### src/rtl/alu_mc.sv
// Multi-cycle ALU: single-cycle logic/shift/add ops, iterative Booth multiply and
// optional non-restoring divide (enabled by defining ALU_MC_DIV_EN).
module alu_mc #(
    parameter int WIDTH = 32
) (
    input  logic                 clk,
    input  logic                 clr_n,
    input  logic                 in_valid,
    output logic                 in_ready,
    input  logic [3:0]           op,
    input  logic [WIDTH-1:0]     a,
    input  logic [WIDTH-1:0]     b,
    output logic                 out_valid,
    input  logic                 out_ready,
    output logic [2*WIDTH-1:0]   result,
    output logic                 div_by_zero,
    output logic                 illegal_op,
    output logic [1:0]           dbg_state
);

    // Handshake: an operation is taken on a rising edge where in_valid && in_ready;
    // a result is consumed on a rising edge where out_valid && out_ready, and
    // result/flags stay constant from out_valid rising until that edge.

    localparam int CW = $clog2(WIDTH);
    localparam logic [CW-1:0] CNT_LAST = CW'(WIDTH - 1);
    localparam logic [WIDTH-1:0] WVAL = WIDTH'(WIDTH);

    localparam logic [3:0] OP_AND = 4'b0000;
    localparam logic [3:0] OP_OR  = 4'b0001;
    localparam logic [3:0] OP_ADD = 4'b0010;
    localparam logic [3:0] OP_SUB = 4'b0011;
    localparam logic [3:0] OP_SHR = 4'b0100;
    localparam logic [3:0] OP_SHL = 4'b0101;
    localparam logic [3:0] OP_ROR = 4'b0110;
    localparam logic [3:0] OP_ROL = 4'b0111;
    localparam logic [3:0] OP_MUL = 4'b1000;
    localparam logic [3:0] OP_NEG = 4'b1010;
    localparam logic [3:0] OP_NOT = 4'b1011;
`ifdef ALU_MC_DIV_EN
    localparam logic [3:0] OP_DIV = 4'b1001;
`endif

    typedef enum logic [1:0] {
        IDLE = 2'd0,
        BUSY = 2'd1,
        DONE = 2'd2
    } state_t;

    state_t             state;
    logic [3:0]         op_q;
    logic [WIDTH-1:0]   a_q, b_q;
    logic [CW-1:0]      cnt;
    // Shared iteration registers: Booth {acc, qreg, qm1} or divider {remainder, quotient}
    logic [WIDTH:0]     acc;
    logic [WIDTH-1:0]   qreg;
    logic               qm1;
    logic [WIDTH-1:0]   mcand;

    logic [WIDTH:0]     mcand_ext;
    logic [WIDTH:0]     booth_sum;
    logic [2*WIDTH-1:0] fin_result;
    logic               fin_dbz, fin_ill;
    logic [WIDTH-1:0]   lo, rot_amt;
    logic [2*WIDTH-1:0] ror_w, rol_w;
    logic               wide;

    assign in_ready  = (state == IDLE);
    assign dbg_state = state;
    assign mcand_ext = {mcand[WIDTH-1], mcand};

    always_comb begin
        case ({qreg[0], qm1})
            2'b01:   booth_sum = acc + mcand_ext;
            2'b10:   booth_sum = acc - mcand_ext;
            default: booth_sum = acc;
        endcase
    end

`ifdef ALU_MC_DIV_EN
    // Divider runs on magnitudes; signs are reapplied when the result is latched.
    logic [WIDTH-1:0] a_abs, b_abs, div_quo, div_rem;
    logic [WIDTH:0]   div_shift, div_acc_n, rem_fix;

    assign a_abs = a[WIDTH-1] ? -a : a;
    assign b_abs = b[WIDTH-1] ? -b : b;

    always_comb begin
        div_shift = {acc[WIDTH-1:0], qreg[WIDTH-1]};
        div_acc_n = acc[WIDTH] ? div_shift + {1'b0, mcand} : div_shift - {1'b0, mcand};
        rem_fix   = acc[WIDTH] ? acc + {1'b0, mcand} : acc;
        div_quo   = (a_q[WIDTH-1] ^ b_q[WIDTH-1]) ? -qreg : qreg;
        div_rem   = a_q[WIDTH-1] ? -rem_fix[WIDTH-1:0] : rem_fix[WIDTH-1:0];
    end
`endif

    always_comb begin
        fin_result = '0;
        fin_dbz    = 1'b0;
        fin_ill    = 1'b0;
        wide       = 1'b0;
        lo         = '0;
        rot_amt    = b_q % WVAL;
        ror_w      = {a_q, a_q} >> rot_amt;
        rol_w      = {a_q, a_q} << rot_amt;
        case (op_q)
            OP_AND: lo = a_q & b_q;
            OP_OR:  lo = a_q | b_q;
            OP_ADD: lo = a_q + b_q;
            OP_SUB: lo = a_q - b_q;
            OP_SHR: lo = (b_q >= WVAL) ? '0 : a_q >> b_q;
            OP_SHL: lo = (b_q >= WVAL) ? '0 : a_q << b_q;
            OP_ROR: lo = ror_w[WIDTH-1:0];
            OP_ROL: lo = rol_w[2*WIDTH-1:WIDTH];
            OP_NEG: lo = -a_q;
            OP_NOT: lo = ~a_q;
            OP_MUL: begin
                wide       = 1'b1;
                fin_result = {acc[WIDTH-1:0], qreg};
            end
`ifdef ALU_MC_DIV_EN
            OP_DIV: begin
                wide = 1'b1;
                if (b_q == '0) begin
                    fin_result = {a_q, {WIDTH{1'b1}}};
                    fin_dbz    = 1'b1;
                end else begin
                    fin_result = {div_rem, div_quo};
                end
            end
`endif
            default: fin_ill = 1'b1;
        endcase
        if (!wide) fin_result = {{WIDTH{1'b0}}, lo};
    end

    // DONE has two phases: out_valid low (result being latched) then out_valid high.
    always_ff @(posedge clk or negedge clr_n) begin
        if (!clr_n) begin
            state       <= IDLE;
            out_valid   <= 1'b0;
            result      <= '0;
            div_by_zero <= 1'b0;
            illegal_op  <= 1'b0;
            cnt         <= '0;
            op_q        <= '0;
            a_q         <= '0;
            b_q         <= '0;
            acc         <= '0;
            qreg        <= '0;
            qm1         <= 1'b0;
            mcand       <= '0;
        end else begin
            case (state)
                IDLE: begin
                    if (in_valid) begin
                        op_q  <= op;
                        a_q   <= a;
                        b_q   <= b;
                        cnt   <= '0;
                        acc   <= '0;
                        qm1   <= 1'b0;
                        state <= DONE;
                        if (op == OP_MUL) begin
                            qreg  <= a;
                            mcand <= b;
                            state <= BUSY;
                        end
`ifdef ALU_MC_DIV_EN
                        if (op == OP_DIV) begin
                            qreg  <= a_abs;
                            mcand <= b_abs;
                            state <= BUSY;
                        end
`endif
                    end
                end
                BUSY: begin
`ifdef ALU_MC_DIV_EN
                    if (op_q == OP_DIV) begin
                        acc  <= div_acc_n;
                        qreg <= {qreg[WIDTH-2:0], ~div_acc_n[WIDTH]};
                    end else
`endif
                    begin
                        acc  <= {booth_sum[WIDTH], booth_sum[WIDTH:1]};
                        qreg <= {booth_sum[0], qreg[WIDTH-1:1]};
                        qm1  <= qreg[0];
                    end
                    cnt <= cnt + 1'b1;
                    if (cnt == CNT_LAST) state <= DONE;
                end
                DONE: begin
                    if (!out_valid) begin
                        result      <= fin_result;
                        div_by_zero <= fin_dbz;
                        illegal_op  <= fin_ill;
                        out_valid   <= 1'b1;
                    end else if (out_ready) begin
                        out_valid <= 1'b0;
                        state     <= IDLE;
                    end
                end
                default: state <= IDLE;
            endcase
        end
    end

endmodule

### config.mk
export PLATFORM = sky130hd
export DESIGN_NAME = alu_mc
export DESIGN_NICKNAME = d
export VERILOG_FILES = /design/src/rtl/alu_mc.sv
export SDC_FILE = /design/constraint.sdc
export NUM_CORES = 1
export LEC_CHECK = 0
export BUFFER_PORTS_ARGS = -buffer_cell sky130_fd_sc_hd__buf_2
export CAP_MARGIN = 20
export CELL_PAD_IN_SITES_DETAIL_PLACEMENT = 2
export CELL_PAD_IN_SITES_GLOBAL_PLACEMENT = 2
export CORE_ASPECT_RATIO = 0.6
export CORE_MARGIN = 4
export CORE_UTILIZATION = 41
export CTS_CLUSTER_DIAMETER = 80
export DETAILED_ROUTE_END_ITERATION = 6
export PLACE_DENSITY_LB_ADDON = 0.25
export SYNTH_ARGS = -nofsm -noshare
export SYNTH_HDL_FRONTEND = slang
export SYNTH_SLANG_ARGS = --single-unit
### constraint.sdc
create_clock -name clk -period 13.6 [get_ports clk]
set_input_delay 0.68 -clock clk [delete_from_list [all_inputs] [get_ports clk]]
set_output_delay 0.68 -clock clk [all_outputs]
set_load 0.005 [all_outputs]
==> flow_metrics.py <==
metrics = {
    "drt": {
        "antenna_left": 0,
        "met1Wirelength_mm": 50.5,
        "firstDrtPassIters": 6,
        "wirelength_mm": 126,
        "viasPerCell": 7.23,
        "drt_iter0_drc": 3316,
        "wl_per_cell_um": 38.3,
        "drc": 0,
        "route.met2.wl_mm": 51.1,
        "via_count": 23800,
        "met3_wirelength_mm": 18.3,
        "top_layer": "met5",
    },
    "sta": {
        "final-setup-viol-count": 0,
        "slew_violations": 0,
        "tightest_slew_ns": 1.24,
        "tns_ns": 0,
        "clock_skew_ns": 0.0232,
        "grt_setup_unrepaired": "false",
        "min_period_over_period_pct": 46.2,
        "hold_viol_final": 0,
        "fmax_mhz": 159,
        "period_needed_ns": 6.29,
        "maxSlewHeadroom_pct": 17.0,
    },
    "clocking": {
        "clockRootBuffer": "clkbuf_16",
        "htreeDepth": 1,
        "cts.repair.resized": 0,
        "clk_pin_slew_ns": 0.08,
        "cts.path.max_buffers": 3,
        "insertion_delay_ns": 0.59,
        "tritoncts": "done",
        "cts_setup_buffers": 0,
        "cts_sinks": 238,
        "cts_buffers": 27,
        "hold_buffers": 0,
    },
    "setup_path": {
        "reg2reg_from": "mcand[3]",
        "cp-end-kind": "register",
        "crit_path_start": "mcand[3]",
        "path_max_fanout": 7,
        "r2r_cells": 17,
        "worstPathArrival_ns": 6.73,
        "start_kind": "register",
        "worstSetupPathType": "register to register",
        "crit_required_ns": 14.04,
    },
    "yosys": {
        "postSynthAreaPerCell_um2": 8.12,
        "synthSimpleGateAreaFrac_pct": 19.6,
        "synth_edf_count": 0,
        "yosysSeqAreaShare_pct": 28.6,
        "synth_mux_area_share_pct": 14.1,
        "netlist.area_leader.share_pct": 28.6,
        "synth_top_family_by_area": "compound AO/OA/AOI/OAI gates",
        "async_flop_share_pct": 100,
        "synth.distinct_cells": 88,
        "synthFlopType": "dfrtp_1",
        "synth-xor-area-share_pct": 5.55,
        "synthCells": 2564,
        "synth_compound_area_share_pct": 22.8,
        "synth-seq-cells": 238,
        "syn-num-nets": 2709,
        "synth_warnings": 0,
        "synth-adder-area-share_pct": 4.46,
        "yosysTopAreaCell": "dfrtp_1",
        "synth_area_leaders": "dfrtp_1, nand2_1, mux4_2, a21oi_1, mux2i_1",
        "synth.cell_area_um2": 20800,
    },
    "grt": {
        "grt_max_degree": 94,
        "grt_pass1_wl_mm": 181,
        "overflow": 0,
        "grt_usage_pct": 44.9,
        "grt_pass1_vias": 24600,
        "antenna_found_initial": 11,
    },
    "die": {
        "initial_core_util_pct": 41.8,
        "dieArea_um2": 54600,
        "core_area_um2": 49800,
        "die_h_um": 183,
        "rows": 63,
        "io_pins": 142,
        "die_w_um": 299,
    },
    "cells_and_area": {
        "seqCellArea_um2": 5970,
        "syn_to_final_growth_pct": 10.5,
        "multi_input_area_um2": 13900,
        "nFillCells": 5562,
        "final_nets": 2728,
        "drive_above_1_share_pct": 15.4,
    },
    "worst_hold_path": {
        "holdCritPathClass": "primary input to asynchronous set/reset pin",
    },
    "placement": {
        "port-buffer-count": 140,
        "hpwlAfterDp_mm": 89.1,
        "place_congestion": 1.05,
    },
    "run": {
        "maxCapViolCount": 0,
    },
    "status": {
        "outcome": "finished clean",
    },
}
[routing by layer]
| metal | vias up | track usage, % |
|---|---|---|
| met4 | 12 | 16.1 |
| met5 | - | 0 |
| li1 | 9346 | - |
| met1 | 12200 | 59.2 |
| met3 | 430 | 20.0 |
| met2 | 1763 | 65.1 |
[flip-flops by register name, indices dropped and copies added, names as in the netlist]
register,count
result,64
out_valid,1
cnt,5
a_q,32
qreg,32
dbg_state,2
acc,32
b_q,32
illegal_op,1
mcand,32
qm1,1
op_q,4
[final timing paths]
path | to | slack, ns
worst max-delay path | acc[31] | 7.31
worst min-delay path | acc[30] | 0.10
worst max register to register | acc[31] | 7.31
worst min register to register | result[35] | 0.51
max in group asynchronous | mcand[8] | 11.86
min in group clk | a_q[15] | 0.31
[through the flow]
stage / cells / instance area [um2] / util, % / worst slack, ns / hold slack, ns
2_1_floorplan: 2564 / 20800 / - / 9.15 / 0.384
3_3_place_gp: 3231 / 22000 / 44.2 / 8.15 / 0.483
3_5_place_dp: 3231 / 22000 / 44.2 / 7.76 / 0.486
4_1_cts: 3281 / 22900 / 46.0 / 7.60 / 0.168
5_1_grt: 3288 / 23000 / 46.2 / 7.23 / 0.191
6_report: 3289 / 23000 / 46.2 / 7.31 / 0.102
[layout make-up]
type,count,area share (%)
tap,682,3.71
inverter,49,0.800
clock buffer,35,3.07
clock inverter,15,0.772
multi-input combinational,2071,60.5
sequential,238,25.9
antenna,3,0.0326
timing repair buffer,196,5.14
[cell families after synthesis]
family / Yosys count
compound gates: 741
xor+xnor: 132
fa+ha+maj: 73
buf+inv: 255
flops: 238
mux: 220
other cells: 1
simple gates: 904
[placed cells by master, fill, tap and decap left out, types with 15 or more instances in the layout]
cell       count
mux2_2        60
nand2_1      366
a31oi_1       24
and3_1        17
mux2i_1      107
xnor2_1       92
inv_1         48
a221oi_1      23
xor2_1        40
a211oi_1      24
nor2_1       262
o21ai_0      165
nand2b_1      20
mux4_2        53
clkbuf_16     27
a22o_1        36
o22ai_1       15
nor3_1        43
a21oi_1      238
a22oi_1       28
dfrtp_1      233
o211ai_1      26
and2_1        20
a21o_1        40
buf_2        139
buf_4         51
ha_1          70
nand3_1       68
[cell usage after synthesis (all sizes together) (11+ instances only)]
cell type,n
a211oi,25
a21o,40
a21oi,238
a221oi,23
a222oi,14
a22o,39
a22oi,28
a31oi,24
and2,22
and3,18
buf,49
clkbuf,157
dfrtp,238
ha,71
inv,49
mux2,60
mux2i,107
mux4,53
nand2,369
nand2b,20
nand3,68
nor2,263
nor2b,15
nor3,46
nor4,18
o211ai,26
o21ai,168
o22ai,15
or2,11
or3,14
or4,12
xnor2,92
xor2,40
[critical path, stage by stage (launching register included)]
cell,delay [ns]
dfrtp_1,0.45
or4_1,0.62
or3_1,0.37
nor4_1,0.41
buf_4,0.24
and3_1,0.45
nor2_1,0.14
xnor2_1,0.30
ha_1,0.39
a21o_1,0.21
a21o_1,0.18
a21oi_1,0.70
nor3_1,0.12
a211o_1,0.40
o41ai_1,0.60
o21ai_0,0.25
xnor2_1,0.21
o21ai_0,0.11
Power is left out: the tool's default activity adds up to more than one toggle a clock period on the data nets, which glitch-free logic cannot reach.
